$ cat src/rtl/gray_sequence_tx_if.sv
// Output handshake bundle: Gray code bus with valid/ready (plus parity when GRAY_PARITY_EN is defined).
// Latency: n/a (wires only). Backpressure: the sink holds out_ready low to stall the source.
interface gray_sequence_tx_if;
    logic out_valid;
    logic out_ready;
    logic g0;
    logic g1;
    logic g2;
    logic g3;
`ifdef GRAY_PARITY_EN
    logic parity;
`endif

    modport master (
        output out_valid,
        output g0,
        output g1,
        output g2,
        output g3,
`ifdef GRAY_PARITY_EN
        output parity,
`endif
        input  out_ready
    );

    modport slave (
        input  out_valid,
        input  g0,
        input  g1,
        input  g2,
        input  g3,
`ifdef GRAY_PARITY_EN
        input  parity,
`endif
        output out_ready
    );
endinterface

$ cat src/rtl/gray_sequence_tx.sv
// Emits a run of 4-bit Gray codes from a loaded index up to LAST; optional parity output via GRAY_PARITY_EN.
// Latency: first code visible the cycle after start; one code per cycle while out_ready is high.
// Backpressure: code and out_valid hold while out_ready is low; stop aborts the run without done.
module gray_sequence_tx #(
    parameter int LAST = 15
) (
    input  logic                       clk,
    input  logic                       reset,
    input  logic                       start,
    input  logic                       stop,
    input  logic                       b0,
    input  logic                       b1,
    input  logic                       b2,
    input  logic                       b3,
    gray_sequence_tx_if.master         tx,
    output logic                       busy,
    output logic                       done
);

    typedef enum logic [1:0] {
        S_IDLE = 2'd0,
        S_RUN  = 2'd1,
        S_DONE = 2'd2
    } state_t;

    localparam logic [3:0] LAST_IDX = 4'(LAST);

    state_t     state_q, state_d;
    logic [3:0] cnt_q, cnt_d;
    logic [3:0] g_q, g_d;
    logic       out_valid_q, out_valid_d;
    logic       busy_q, busy_d;
    logic       done_q, done_d;
    logic       xfer;

    function automatic logic [3:0] gray_enc(input logic [3:0] c);
        return c ^ (c >> 1);
    endfunction

    always_comb begin
        state_d = state_q;
        cnt_d   = cnt_q;
        xfer    = out_valid_q & tx.out_ready;
        case (state_q)
            S_IDLE: begin
                if (start) begin
                    cnt_d   = {b0, b1, b2, b3};
                    state_d = S_RUN;
                end
            end
            S_RUN: begin
                // stop wins over the final-index check, so a stopped run never reports done
                if (stop) begin
                    state_d = S_IDLE;
                end else if (xfer) begin
                    if (cnt_q == LAST_IDX) begin
                        state_d = S_DONE;
                    end else begin
                        cnt_d = cnt_q + 4'd1;
                    end
                end
            end
            S_DONE:  state_d = S_IDLE;
            default: state_d = S_IDLE;
        endcase

        // Outputs are registered from the next state so they line up with cnt_q.
        out_valid_d = (state_d == S_RUN);
        busy_d      = (state_d == S_RUN);
        done_d      = (state_d == S_DONE);
        g_d         = out_valid_d ? gray_enc(cnt_d) : 4'd0;
    end

    always_ff @(posedge clk) begin
        if (reset) begin
            state_q     <= S_IDLE;
            cnt_q       <= 4'd0;
            g_q         <= 4'd0;
            out_valid_q <= 1'b0;
            busy_q      <= 1'b0;
            done_q      <= 1'b0;
        end else begin
            state_q     <= state_d;
            cnt_q       <= cnt_d;
            g_q         <= g_d;
            out_valid_q <= out_valid_d;
            busy_q      <= busy_d;
            done_q      <= done_d;
        end
    end

    assign tx.out_valid = out_valid_q;
    assign tx.g0        = g_q[3];
    assign tx.g1        = g_q[2];
    assign tx.g2        = g_q[1];
    assign tx.g3        = g_q[0];
    assign busy         = busy_q;
    assign done         = done_q;

`ifdef GRAY_PARITY_EN
    logic parity_q;

    always_ff @(posedge clk) begin
        if (reset) begin
            parity_q <= 1'b0;
        end else begin
            parity_q <= ^g_d;
        end
    end

    assign tx.parity = parity_q;
`endif

endmodule

$ cat src/flat_wrapper.sv
// flat-port wrapper written by rule: the top's interface ports become plain ports
module gray_sequence_tx_flat 
#(
    parameter int LAST = 15
)
  (clk, reset, start, stop, b0, b1, b2, b3, busy, done, tx_out_valid, tx_g0, tx_g1, tx_g2, tx_g3, tx_out_ready);
  gray_sequence_tx_if tx_i ();
  input  logic clk;
  input  logic reset;
  input  logic start;
  input  logic stop;
  input  logic b0;
  input  logic b1;
  input  logic b2;
  input  logic b3;
  output logic busy;
  output logic done;
  output wire logic [$bits(tx_i.out_valid)-1:0] tx_out_valid;
  output wire logic [$bits(tx_i.g0)-1:0] tx_g0;
  output wire logic [$bits(tx_i.g1)-1:0] tx_g1;
  output wire logic [$bits(tx_i.g2)-1:0] tx_g2;
  output wire logic [$bits(tx_i.g3)-1:0] tx_g3;
  input wire logic [$bits(tx_i.out_ready)-1:0] tx_out_ready;
  assign tx_out_valid = tx_i.out_valid;
  assign tx_g0 = tx_i.g0;
  assign tx_g1 = tx_i.g1;
  assign tx_g2 = tx_i.g2;
  assign tx_g3 = tx_i.g3;
  assign tx_i.out_ready = tx_out_ready;
  gray_sequence_tx #(.LAST(LAST)) u_core (.clk(clk), .reset(reset), .start(start), .stop(stop), .b0(b0), .b1(b1), .b2(b2), .b3(b3), .tx(tx_i), .busy(busy), .done(done));
endmodule
$ cat config.mk
export PLATFORM = sky130hd
export DESIGN_NAME = gray_sequence_tx_flat
export DESIGN_NICKNAME = d
export VERILOG_FILES = /design/src/rtl/gray_sequence_tx_if.sv /design/src/rtl/gray_sequence_tx.sv /design/src/flat_wrapper.sv
export SDC_FILE = /design/constraint.sdc
export NUM_CORES = 1
export LEC_CHECK = 0
export ABC_CLOCK_PERIOD_IN_PS = 2100
export CAP_MARGIN = 10
export CORE_UTILIZATION = 25
export DETAILED_ROUTE_END_ITERATION = 8
export SYNTH_ARGS = -nofsm -noshare
export SYNTH_HDL_FRONTEND = slang
export SYNTH_SLANG_ARGS = --single-unit
$ cat constraint.sdc
create_clock -name clk -period 2.1 [get_ports clk]
set_input_delay 0.42 -clock clk [delete_from_list [all_inputs] [get_ports clk]]
set_output_delay 0.42 -clock clk [all_outputs]
set_load 0.01 [all_outputs]
# [After elaboration in Yosys (flattened, before gate mapping)]
# Cells that the tools add are included.
[totals] word_cells=25 register_bits=12 out_inout_bits=7 inputBits=9
[op_classes] reduce_logical=2 n_mux=10 addsub=1 bitwise_logic=3 eq_ne=4
[op_table] cell="$mux W4" count=4
[op_table] cell="$mux W2" count=4
[op_table] cell="$pmux W4 S2" count=1
[op_table] cell="$add A4 B1 Y4 const B" count=1
[op_table] cell="$eq A2 B1 Y1 const B" count=2
[op_table] cell="$eq A4 B4 Y1 const B" count=1
[op_table] cell="$pmux W2 S2" count=1
[op_table] cell="$xor A4 B3 Y4" count=1
[op_table] cell="$eq A2 B2 Y1 const B" count=1
[op_table] cell="$logic_not A2 Y1" count=1
[op_table] cell="$reduce_or A2 Y1" count=1
[op_table] cell="$and A1 B1 Y1" count=1
[op_table] cell="$not A1 Y1" count=1

# [Logic depth before layout (Yosys ltp)]
[logic_depth] depth_word=8 mapped_depth=7 ltp_nobuf=6

# [Worst setup path before layout]
# Ideal clock, no wire load.
[synth_path] path_type="register -> register" start="register u_core.cnt_q[0]" end="register u_core.g_q[0]" period_less_slack_ns=1.548 setup_ns=0.064 path_buffers=1 t_arrival_ns=1.484 path_stages_with_launch=8 t_required_ns=2.036 slack_ns=0.552 cell_sequence="dfxtp_1 ha_1 and3_1 a31oi_1 a21oi_1 or3_1 buf_2 nor2_1"
[synth_between] elab_chain_len=8 elab_cells_between_ends=15 cone_classes="add/sub: 1; eq/ne: 2; mux: 9; bitwise: 2; reduce/logical: 1"
[synth_rtl] item="start: declaration" line_no="gray_sequence_tx.sv:29" rtl="logic [3:0] cnt_q, cnt_d;"
[synth_rtl] item="start signal: assignment" line_no="gray_sequence_tx.sv:84" rtl="cnt_q <= cnt_d;"
[synth_rtl] item="branches (longest 8 deep; another with $add A4 B1 Y4)"
[synth_rtl] item="end signal: assignment" line_no="gray_sequence_tx.sv:85" rtl="g_q <= g_d;"
[synth_rtl] item="end: declaration" line_no="gray_sequence_tx.sv:30" rtl="logic [3:0] g_q, g_d;"
# Several ways; the timed one is not identified.
# A chain may end at the register's enable or synchronous reset.

# [Worst setup path after layout]
[layout_path] start="input tx_out_ready" end="register u_core.g_q[2]"
[layout_between] elab_chain_len=7 elab_cells_between_ends=11 cone_classes="eq/ne: 1; mux: 6; bitwise: 3; reduce/logical: 1"
[layout_rtl] item="start: declaration" line_no="flat_wrapper.sv:23" rtl="input wire logic [$bits(tx_i.out_ready)-1:0] tx_out_ready;"
[layout_rtl] item="$and A1 B1 Y1 *" line_no="gray_sequence_tx.sv:43" rtl="xfer = out_valid_q & tx.out_ready;"
[layout_rtl] item="$mux W2" line_no="gray_sequence_tx.sv:55" rtl="end else if (xfer) begin"
[layout_rtl] item="$mux W2" line_no="gray_sequence_tx.sv:53" rtl="if (stop) begin"
[layout_rtl] item="$pmux W2 S2" line_no="gray_sequence_tx.sv:44" rtl="case (state_q)"
[layout_rtl] item="$eq A2 B1 Y1" line_no="gray_sequence_tx.sv:68" rtl="out_valid_d = (state_d == S_RUN);"
[layout_rtl] item="$not A1 Y1 (no line)"
[layout_rtl] item="$reduce_or A2 Y1 (no line)"
# Mark *: on every way between the ends. The rest lies on a longest branch, timed or not.

==> impl_metrics.csv <==
group,metric,value,unit
sta,drv_slew,0,
finish,fin_cells,108,
detailed_routing,drtIter0Drc,11,
global_routing,grt_usage,11.43,%
clock_network,holdBufCountCts,0,
clock_network,post_cts_buffers,0,
clock_network,cts_tree,"yes",
flow_run,cap_violations,0,
synth,synth_area_leaders,"dfxtp_1 (41%), nor2b_1 (4.3%), nor2_1 (3.8%), nand3b_4 (3.4%), inv_1 (3.2%)",
detailed_routing,via_per_inst,4.917,
sta,min_period_over_period,86.11,%
detailed_routing,top_layer_used,"met4",
floorplan,core_area,2212,sq um
finish,nNetsFinal,91,
critical_path,crit_fanout,6,
power_and_ir_drop,leakage,0.3142,nW
synth,synthCells,63,
sta,tightest_slew,0.4107,ns
synth,ys_async_sr_fraction,0,%
finish,drive_gt1_share,10.00,%
sta,layout_min_cycle_time,1.808,ns
placed_design,gp_congestion,0.8142,
critical_path,start_kind,"input pin",
clock_network,cts_buffers,3,
synth,ys_seq_elements,12,
critical_path,required,2.26,ns
clock_network,cts_max_path_buffers,2,
clock_network,cts-root-buf,"clkbuf_4",
placed_design,dp.cells,104,
floorplan,die_h,50.40,um
global_routing,gr-total-overflow,0,
floorplan,die_w,50.40,um
synth,synth_edf_count,0,
synth,yosysTopAreaCell,"dfxtp_1",
synth,ys_types,33,
detailed_routing,wl_met2,495,um
synth,syn_area_per_cell,9.295,sq um
sta,finalSetupViolations,0,
power_and_ir_drop,internal-power,0.4036,mW
finish,multiInputGateArea,314.1,sq um
synth,synth_fp_nets,73,
detailed_routing,dr.pass1.iters,4,
clock_network,cts_resized,0,
sta,worst_slew_margin_rel,71.91,%
synth,ys_seq_area_share,41.03,%
detailed_routing,drc,0,
power_and_ir_drop,p_seq_share,47.9,%
critical_path,cp-end-kind,"flop",
detailed_routing,wl_per_cell,11.55,um
finish,fill_cells,227,
global_routing,grt_pass1_vias,508,
power_and_ir_drop,peakVddDrop,389.0,uV
hold_path,hold_path.class,"flop to flop",
synth,syn_area,585.6,sq um
power_and_ir_drop,power_frac_comb,18.7,%
critical_path,crit_type,"input pin to flop",
clock_network,clk_latency,0.27,ns
detailed_routing,wl_met1,608,um
placed_design,port_buffers,15,
floorplan,num_rows,17,
global_routing,grt_start_max_net_pins,8,
synth,synth_most_common_cell,"dfxtp_1",
finish,diodes,0,
clock_network,htree_levels,1,
synth,synth-main-ff-cell,"dfxtp_1",
clock_network,path_clk_slew,0.07,ns
placed_design,dpl.hpwl,949.2,um
sta,grt_setup_unrepaired,"no",
clock_network,cts_sinks,12,
critical_path,arrival,1.96,ns
detailed_routing,wl,1247,um
floorplan,initial_core_util,26.47,%
sta,hold_ws,0.5957,ns
detailed_routing,vias,531,
finish,seqCellArea,240.2,sq um
detailed_routing,dr_wl_met3,79,um
global_routing,grt_antenna_before_repair,0,
floorplan,die_area,2540,sq um
run_status,status,"finished clean",
global_routing,grt_pass1_wl,2194,um
sta,hold_viol_final,0,
sta,setup_tns,0,ns
finish,final_util,35.92,%
synth,synth_top_area_share,41.03,%
power_and_ir_drop,swShare,24.35,%
power_and_ir_drop,power.switching,0.1299,mW
synth,yosys_warnings,0,
detailed_routing,postRouteAntennaNets,0,
finish,area_growth,35.68,%
power_and_ir_drop,clkPwrFrac,33.3,%
synth,synthTopCellsByCount,"dfxtp_1 (12), nor2_1 (6), inv_1 (5)",
power_and_ir_drop,p_per_area,671.4,nW/um^2
floorplan,io_pins,16,
sta,fmax,553.0,MHz
sta,worst_clock_skew,0.004374,ns
[power groups by stage]
stage          registers, mW  logic [mW]  clock network (mW)
5_1_grt                0.258       0.110               0.193
4_1_cts                0.256       0.101               0.184
6_report               0.256       0.100               0.178
3_3_place_gp           0.261       0.101                   0
3_5_place_dp           0.261      0.0992                   0
2_1_floorplan          0.262      0.0552                   0
[worst max-delay path, stage by stage]
cell	delay (ns)
clkdlybuf4s50_1	0.56
nand3b_4	0.13
a2111oi_0	0.44
o31a_2	0.23
xnor2_1	0.12
nor2_1	0.05
[path summary, 6_finish.rpt]
| path | start | endpoint | slack (ns) | cells past startpoint |
|---|---|---|---|---|
| worst min-delay path | u_core.busy | u_core.state_q[1] | 0.60 | 2 |
| worst min register to register | u_core.busy | u_core.state_q[1] | 0.60 | 2 |
| worst max-delay path | tx_out_ready | u_core.g_q[2] | 0.29 | 6 |
| worst max register to register | u_core.cnt_q[0] | u_core.g_q[2] | 0.34 | 6 |
[kinds of logic after synthesis]
logic type | after synthesis | share of synthesized area (%)
AO/OA/AOI/OAI | 13 | 17.74
adder cells (fa/ha/maj) | 1 | 2.136
flip-flops | 12 | 41.03
XOR/XNOR | 3 | 4.488
AND/OR/NAND/NOR | 26 | 27.57
multiplexers | 1 | 1.709
buffers and inverters | 7 | 5.342
[through the flow]
step / setup WS (ns) / total power, mW / instance area (sq um)
3_5_place_dp: 0.03911 / 0.3598 / 758.2
6_report: 0.2918 / 0.5334 / 794.5
4_1_cts: 0.3286 / 0.5399 / 794.5
2_1_floorplan: 0.5523 / 0.3169 / 585.6
5_1_grt: 0.1919 / 0.5611 / 794.5
3_3_place_gp: 0.08197 / 0.3617 / 758.2
[flip-flops by register name, indices dropped and copies added, names as in the netlist]
register        cells
u_core.done         1
u_core.cnt_q        4
u_core.state_q      2
u_core.busy         1
u_core.g_q          4
[layer usage]
metal / global-route usage [%] / up-vias
met1: 14.84 / 226
met3: 2.727 / 10
met5: 0 / -
li1: - / 264
met4: 10.19 / 0
met2: 15.33 / 31
[layout make-up]
class / instances / area share (%)
Tap cell: 28 / 4.409
Multi-Input combinational cell: 44 / 39.53
Inverter: 5 / 2.362
Clock buffer: 4 / 4.567
Sequential cell: 12 / 30.24
Timing Repair Buffer: 15 / 18.90
[cell usage in the layout, fill, tap and decap left out, types with 2 or more instances in the layout]
master / count
clkdlybuf4s50_1: 15
clkbuf_4: 3
inv_1: 5
a22oi_1: 2
dfxtp_1: 12
nor2b_1: 4
nand3_1: 3
xnor2_1: 2
nor2_1: 6
nor4_1: 2
nand2_1: 2
o211ai_1: 2
Power figures use the tool's default switching activity.
